**config.mk**
```make
export PLATFORM = sky130hd
export DESIGN_NAME = peripheral_bus_arbiter
export DESIGN_NICKNAME = d
export VERILOG_FILES = /design/src/rtl/peripheral_bus_pkg.sv /design/src/rtl/peripheral_bus_arbiter_bus_rr_picker.sv /design/src/rtl/peripheral_bus_arbiter.sv
export SDC_FILE = /design/constraint.sdc
export NUM_CORES = 1
export LEC_CHECK = 0
export ABC_AREA = 1
export BUFFER_PORTS_ARGS = -buffer_cell sky130_fd_sc_hd__buf_2
export CAP_MARGIN = 20
export CELL_PAD_IN_SITES_DETAIL_PLACEMENT = 0
export CELL_PAD_IN_SITES_GLOBAL_PLACEMENT = 1
export CORE_MARGIN = 10
export CORE_UTILIZATION = 35
export CTS_CLUSTER_SIZE = 12
export DETAILED_ROUTE_END_ITERATION = 10
export GPL_TIMING_DRIVEN = 0
export PLACE_DENSITY = 0.88
export RECOVER_POWER = 50
export SETUP_SLACK_MARGIN = 0.4
export SLEW_MARGIN = 10
export SYNTH_ARGS = -nofsm -noshare
export SYNTH_HDL_FRONTEND = slang
export SYNTH_SLANG_ARGS = --single-unit
export TNS_END_PERCENT = 30
```
**constraint.sdc**
```tcl
create_clock -name clk_2x -period 4.7 [get_ports clk_2x]
set_clock_uncertainty 0.2 [all_clocks]
set_input_delay 0 -clock clk_2x [delete_from_list [all_inputs] [get_ports clk_2x]]
set_output_delay 0 -clock clk_2x [all_outputs]
set_load 0.01 [all_outputs]
```
**src/rtl/peripheral_bus_pkg.sv**
```systemverilog
// peripheral_bus_pkg: shared types and widths for the peripheral bus arbiter
package peripheral_bus_pkg;
  typedef enum logic {IDLE = 1'b0, ACTIVE = 1'b1} state_t;
  localparam logic MASTER_CPU = 1'b0;
  localparam logic MASTER_DMA = 1'b1;
  localparam int ADDR_W = 32;
  localparam int DATA_W = 32;
  localparam int STRB_W = 4;
endpackage

```
**src/rtl/peripheral_bus_arbiter_bus_rr_picker.sv**
```systemverilog
// bus_rr_picker: two-input round-robin select; ties go to the master opposite last_grant
module bus_rr_picker import peripheral_bus_pkg::*; (
  input  logic [1:0] eligible,
  input  logic       last_grant,
  output logic       grant_valid,
  output logic       grant_index
);
  always_comb begin
    grant_valid = |eligible;
    grant_index = &eligible ? ~last_grant : (eligible[MASTER_DMA] ? MASTER_DMA : MASTER_CPU);
  end
endmodule

```
**src/rtl/peripheral_bus_arbiter.sv**
```systemverilog
// peripheral_bus_arbiter: CPU/DMA arbiter onto a registered valid/ready bus; watchdog under PERIPHERAL_BUS_TIMEOUT_EN
module peripheral_bus_arbiter import peripheral_bus_pkg::*; #(
  parameter int unsigned       TIMEOUT_CYCLES = 255,
  parameter logic [DATA_W-1:0] TIMEOUT_DATA   = 32'hFFFF_FFFF
) (
  input  logic              clk_2x,
  input  logic              reset_n,
  input  logic              cpu_valid,
  input  logic [ADDR_W-1:0] cpu_address,
  input  logic [STRB_W-1:0] cpu_wstrb,
  input  logic [DATA_W-1:0] cpu_write_data,
  output logic              cpu_ready,
  output logic [DATA_W-1:0] cpu_read_data,
  input  logic              dma_valid,
  input  logic [ADDR_W-1:0] dma_address,
  input  logic [STRB_W-1:0] dma_wstrb,
  input  logic [DATA_W-1:0] dma_write_data,
  output logic              dma_ready,
  output logic [DATA_W-1:0] dma_read_data,
  output logic              bus_valid,
  output logic [ADDR_W-1:0] bus_address,
  output logic [STRB_W-1:0] bus_wstrb,
  output logic [DATA_W-1:0] bus_write_data,
  output logic              bus_grant,
  input  logic              bus_ready,
  input  logic [DATA_W-1:0] bus_read_data,
  output logic              timeout_flag,
  input  logic              timeout_clear
);
  state_t            state;
  logic              last_grant;
  logic [1:0]        block;
  logic [1:0]        eligible;
  logic              grant_valid, grant_index;
  logic              forced, done;
  logic [DATA_W-1:0] ret_data;
  assign eligible = {dma_valid & ~block[MASTER_DMA], cpu_valid & ~block[MASTER_CPU]};
  bus_rr_picker u_picker (
    .eligible   (eligible),
    .last_grant (last_grant),
    .grant_valid(grant_valid),
    .grant_index(grant_index)
  );
`ifdef PERIPHERAL_BUS_TIMEOUT_EN
  logic [15:0] wd_cnt;
  assign forced = state == ACTIVE && !bus_ready && wd_cnt == 16'(TIMEOUT_CYCLES - 1);
  always_ff @(posedge clk_2x or negedge reset_n) begin
    if (!reset_n) begin
      wd_cnt       <= '0;
      timeout_flag <= 1'b0;
    end else begin
      wd_cnt       <= state == ACTIVE ? wd_cnt + 16'd1 : 16'd0;
      timeout_flag <= forced | (timeout_flag & ~timeout_clear);
    end
  end
`else
  logic unused_cfg;
  assign unused_cfg   = timeout_clear ^ (^TIMEOUT_DATA) ^ (TIMEOUT_CYCLES == 0);
  assign forced       = 1'b0;
  assign timeout_flag = 1'b0;
`endif
  assign done     = state == ACTIVE && (bus_ready || forced);
  assign ret_data = forced ? TIMEOUT_DATA : bus_read_data;
  always_ff @(posedge clk_2x or negedge reset_n) begin
    if (!reset_n) begin
      state          <= IDLE;
      last_grant     <= MASTER_DMA;
      block          <= '0;
      cpu_ready      <= 1'b0;
      cpu_read_data  <= '0;
      dma_ready      <= 1'b0;
      dma_read_data  <= '0;
      bus_valid      <= 1'b0;
      bus_address    <= '0;
      bus_wstrb      <= '0;
      bus_write_data <= '0;
      bus_grant      <= 1'b0;
    end else begin
      cpu_ready <= 1'b0;
      dma_ready <= 1'b0;
      block     <= block & {dma_valid, cpu_valid};
      if (state == IDLE && grant_valid) begin
        state          <= ACTIVE;
        bus_valid      <= 1'b1;
        bus_grant      <= grant_index;
        last_grant     <= grant_index;
        bus_address    <= grant_index ? dma_address : cpu_address;
        bus_wstrb      <= grant_index ? dma_wstrb : cpu_wstrb;
        bus_write_data <= grant_index ? dma_write_data : cpu_write_data;
      end else if (done) begin
        state            <= IDLE;
        bus_valid        <= 1'b0;
        block[bus_grant] <= 1'b1;
        if (bus_grant) begin
          dma_ready     <= 1'b1;
          dma_read_data <= ret_data;
        end else begin
          cpu_ready     <= 1'b1;
          cpu_read_data <= ret_data;
        end
      end
    end
  end
endmodule

```
==> results.json, run 1 <==
{
  "grt_max_degree": 86,
  "ioPinCount": 311,
  "cts_root_buf": "clkbuf_16",
  "slew_violations": 86,
  "post_cts_resized": 0,
  "synthCells": 852,
  "arrival_ps": 2880,
  "rows": 49,
  "area_growth_pct": 61.41,
  "seq_area_frac_synth": 0.5374,
  "fin_setup_tns_ps": 0,
  "setup_viol": 0,
  "first_pass_iters": 5,
  "wl_um": 25190,
  "die_w_um": 156.0,
  "vdd_drop_max_mv": 0.2612,
  "cts_made_buffers": 17,
  "synthTopCellsByArea": "dfrtp_1 (53%), nand2_1 (16%), nand3_1 (11%)",
  "relSlewSlack": -0.3913,
  "worstSetupStartpointType": "input pin",
  "ant_nets": 0,
  "criticalPathCategory": "in -> async",
  "htree_levels": 4,
  "drtIter0Drc": 378,
  "yosysWarnings": 0,
  "fmax_mhz": 335.2,
  "timing_hold_violations_final": 0,
  "dp_hpwl_um": 18000,
  "fin_hold_ws_ps": 182.6,
  "initial_core_util": 0.3580,
  "dieArea_mm2": 0.02434,
  "grt_pass1_vias": 7573,
  "rsz0062_at_grt": "false",
  "synth_cell_types": 14,
  "ys_seq_elements": 139,
  "crit_required_ps": 4600,
  "outcome": "finished with violations",
  "endpoint_kind": "async pin",
  "worstSkewPairLatency_ps": 410,
  "clock_sink_count": 139,
  "die-height_um": 156.0,
  "vias": 7269,
  "port_buffers": 308,
  "syn-num-nets": 1026,
  "leakage_nw": 5.662,
  "finalCritPeriodShare": 0.6348,
  "wl_per_cell_um": 15.76,
  "worst_slew_pin_slew_ps": 2087,
  "syn_area_mm2": 0.006475,
  "min_path_type": "in -> reg",
  "post_cts_buffers": 0,
  "cts_tree": "yes",
  "violations": "capacitance limit, slew limit",
  "post-route-drc-count": 0,
  "synth_top_cell_area_share": 0.5333,
  "core-area_mm2": 0.01809,
  "track_usage": 0.2036,
  "routabilityCongestion": 0.8556,
  "drive_above_1_share": 0.1741,
  "critPathMaxFanout": 85,
  "min_period_ps": 2984,
  "grt_pass1_wl_um": 39720,
  "clkTransAtPathRegs_ps": 60,
  "p_per_area_mw_per_mm2": 580.3,
  "grt_overflow": 0,
  "clockBufferDepth": 2,
  "avgViaCountPerCell": 4.549,
  "final_net_count": 1528,
  "syn_avg_cell_area_um2": 7.600,
  "drv_cap": 1,
  "antenna_found_initial": 3,
  "synth_top_cell_by_area": "dfrtp_1"
}
cells in the mapped netlist (all sizes together):
cell and count:
nor2 1, dfrtp 138, a21oi 1, nand3 138
o21ai 67, clkbuf 18, inv 177, dfstp 1
buf 32, nand2 278, conb 1
final timing paths:
check / from / to / slack, ps / depth (start not counted)
setup reg to reg: last_grant / bus_address[20] / 1990 / 8
max in group clk_2x: last_grant / bus_address[20] / 1990 / 8
setup / recovery: reset_n / bus_address[26] / 1720 / 4
min in group asynchronous: reset_n / bus_wstrb[2] / 580 / 4
hold reg to reg: last_grant / last_grant / 260 / 2
hold / removal: bus_ready / state / 180 / 3
sequential cells by signal (all words and copies together), names as in the netlist:
signal          count
bus_write_data     32
bus_grant           1
block               2
state               1
cpu_ready           1
bus_wstrb           4
dma_read_data      32
cpu_read_data      32
bus_address        32
dma_ready           1
last_grant          1
critical path, stage by stage:
cell           delay [ps]
dlygate4sd3_1         520
dlygate4sd3_1         540
clkbuf_1              220
clkbuf_2             1500
routing by layer:
metal	wire, um	GRT usage
met5	7	0
met4	641	0.07284
met3	2306	0.06727
met2	12530	0.3492
met1	9702	0.2320
cells by family (layout without fill, tap and decap cells):
group / count (synthesis) / after routing / share of synthesized area
other: 1 / 3 / 0.0005792
AND/OR/NAND/NOR: 417 / 417 / 0.2696
AO/OA/AOI/OAI: 68 / 68 / 0.05314
buffers and inverters: 227 / 742 / 0.1393
flip-flops: 139 / 139 / 0.5374
timing repair:
action	CTS	global route
setup endpoints to repair	0	0
endpoints found under the hold margin	273	0
hold buffers	174	0
layout by cell type, fill, tap and decap left out, drive strengths merged:
cell	count
conb	1
a21oi	1
bufinv	1
dfstp	1
nand2	278
clkinvlp	4
o21ai	67
dlygate4sd3	173
clkinv	8
diode	2
dfrtp	138
nor2	1
nand3	138
inv	179
clkbuf	173
buf	204
cell type report:
| class | count | area (um^2) |
|---|---|---|
| repair buffers | 483 | 3134 |
| plain buffers | 50 | 237.7 |
| multi-input cells | 486 | 2093 |
| well taps | 229 | 286.5 |
| fillers | 1732 | 7635 |
| flip-flops and latches | 139 | 3480 |
| clock inverters | 15 | 125.1 |
| inverters | 177 | 664.4 |
| diodes | 2 | 5.005 |
| clock buffers | 17 | 425.4 |
per-stage QoR:
| stage | instances | worst slack, ps | total power [mW] | area, um^2 | utilization |
|---|---|---|---|---|---|
| after floorplan | 852 | 3123 | 3.413 | 6475 | - |
| after global placement | 1389 | 1408 | 4.535 | 8303 | 0.4591 |
| after detailed placement | 1390 | 2553 | 4.586 | 8341 | 0.4612 |
| after CTS | 1596 | 2016 | 6.223 | 10650 | 0.5889 |
| after global routing | 1598 | 1262 | 6.545 | 10450 | 0.5779 |
| final | 1598 | 1716 | 6.064 | 10450 | 0.5779 |
report_power, final:
group / total, mW / switching (mW) / internal [mW]
Combinational: 2.71 / 1.66 / 1.05
Clock: 1.25 / 0.525 / 0.725
Sequential: 2.11 / 0.326 / 1.78
No activity file was read; power rests on OpenSTA's default activity.
==> run 2, diff against run 1 <==
CORE_UTILIZATION = 29   (was 35)
PLACE_DENSITY = 0.78   (was 0.88)
clock period = 2.42 ns   (was 4.7 ns; I/O delays follow)
==> run 2 against run 1 <==
The flow now finishes without violations. Wire length increased by 3.6%. Die area grew 18%. Sequential power increased by 95%. Largest power group unchanged. Register-to-register slack got worse by 1500 ps. Non-clock buffer count shrank 1. Sequential share of layout area fell by 0.39 points.
==> results.json, run 2 (synthesis gave the netlist of run 1 again) <==
{
  "timing_hold_violations_final": 0,
  "post-route-drc-count": 0,
  "clock_sink_count": 139,
  "worstSetupStartpointType": "input pin",
  "routabilityCongestion": 0.8280,
  "rsz0062_at_grt": "true",
  "hold_start": "dma_valid",
  "grt_pass1_wl_um": 41480,
  "crit_required_ps": 2770,
  "fin_setup_tns_ps": 0,
  "worst_slew_pin_slew_ps": 972.2,
  "grt_max_degree": 75,
  "fmax_mhz": 514.6,
  "wl_met1_um": 11010,
  "place_ws_ps": 186.9,
  "p_per_area_mw_per_mm2": 1088,
  "outcome": "finished, final reports clean",
  "met3WireLength_um": 1983,
  "final_net_count": 1527,
  "ant_nets": 0,
  "drive_above_1_share": 0.1757,
  "crit_start": "reset_n",
  "fin_total_pwr_mw": 11.51,
  "avgViaCountPerCell": 4.365,
  "die-height_um": 169.4,
  "setup_viol": 0,
  "met2_length_um": 12510,
  "finalCritPeriodShare": 0.8031,
  "p_seq_frac": 0.357,
  "p_comb_frac": 0.409,
  "port_buffers": 308,
  "ioPinCount": 311,
  "htree_levels": 4,
  "critPathMaxFanout": 74,
  "hold_depth": 6,
  "slew_violations": 0,
  "r2r-end": "bus_address[30]",
  "rrSetupSlack_ps": 500,
  "wl_um": 26100,
  "reg2regPathDepth": 7,
  "layout_common_cells": "nand2_1 (277), buf_2 (193), inv_1 (175)",
  "dp_hpwl_um": 18500,
  "endpoint_kind": "async pin",
  "clockBufferDepth": 2,
  "setup_ws_ps": 476.6,
  "track_usage": 0.1791,
  "clockPowerShare": 0.234,
  "instances_no_fill": 1647,
  "cts_tree": "yes",
  "swShare": 0.4227,
  "worstSkewPairLatency_ps": 410,
  "grt_pass1_vias": 7690,
  "power.switching_mw": 4.863,
  "die_w_um": 169.4,
  "highest_layer": "met4",
  "cts_made_buffers": 17,
  "dieArea_mm2": 0.02870,
  "first_pass_iters": 5,
  "min_period_ps": 1943,
  "clkTransAtPathRegs_ps": 70,
  "hold_path_end": "bus_write_data[4]",
  "final_common_cell": "nand2_1",
  "grt_overflow": 0,
  "initial_core_util": 0.2958,
  "dp.cells": 1441,
  "vdd_drop_max_mv": 0.4135,
  "relSlewSlack": 0.3519,
  "arrival_ps": 2290,
  "antenna_found_initial": 0,
  "area_growth_pct": 63.32,
  "leakage_nw": 5.808,
  "drtIter0Drc": 481,
  "vias": 7189,
  "core-area_mm2": 0.02189,
  "p_int_mw": 6.643,
  "drv_cap": 0,
  "cts_root_buf": "clkbuf_16",
  "rows": 54,
  "wl_per_cell_um": 15.85,
  "criticalPathCategory": "in -> async",
  "min_path_type": "in -> reg",
  "r2r-start": "last_grant"
}
-- run 2: cell types whose count changed in the layout (fill, tap and decap cells not counted), sizes merged --
cell	before	now
clkinv	8	1
inv	179	186
bufinv	1	2
clkbuf	173	172
clkinvlp	4	3
diode	2	1
-- run 2: critical path, stage by stage --
cell and delay (ps):
dlygate4sd3_1 530, dlygate4sd3_1 550, clkbuf_4 730, buf_16 380
-- run 2: area by class of cell --
cell class | instances | area (um^2)
multi-input combinational | 486 | 2108
antenna | 1 | 2.502
buffer | 50 | 237.7
timing repair buffer | 482 | 3133
tap | 280 | 350.3
inverter | 177 | 664.4
sequential | 139 | 3480
clock inverter | 15 | 173.9
clock buffer | 17 | 425.4
fill | 2224 | 11320
-- run 2: worst max-delay path by stage --
| stage | to | slack [ps] | cells after the start |
|---|---|---|---|
| finish | block[1] | 480 | 4 |
| global route | block[1] | 230 | 4 |
| CTS | bus_write_data[27] | 400 | 7 |
| detailed placement | bus_address[16] | 190 | 7 |
| global placement | bus_address[29] | -960 | 1 |
| floorplan | bus_address[11] | 840 | 7 |
-- run 2: routing by layer --
metal	vias up	track usage
met5	-	0
met2	293	0.2958
met3	41	0.05767
met1	3291	0.2136
met4	0	0.06567
li1	3564	-
-- run 2: per-stage QoR --
step | util | area (um^2) | hold WS [ps]
after floorplan | - | 6475 | -495.6
after global placement | 0.3822 | 8367 | -2.598
after detailed placement | 0.3839 | 8404 | -206.6
after CTS | 0.4907 | 10740 | 48.88
after global routing | 0.4830 | 10570 | 62.96
final | 0.4831 | 10580 | 42.73
-- run 2: repair_timing --
action                                 in CTS  in global routing
setup buffers                               0                  0
gates resized for setup                     2                  1
hold buffers                              173                  0
setup endpoints to repair                  67                 30
gates cloned                                0                  0
endpoints found under the hold margin     274                  0
-- run 2: power groups by stage --
| stage | clock network (mW) | logic [mW] | registers, mW |
|---|---|---|---|
| after global placement | 0 | 4.81 | 4.05 |
| after global routing | 2.88 | 5.38 | 4.24 |
| after CTS | 2.76 | 5.08 | 4.05 |
| after detailed placement | 0 | 4.87 | 4.06 |
| final | 2.69 | 4.71 | 4.11 |
| after floorplan | 0 | 2.06 | 4.57 |
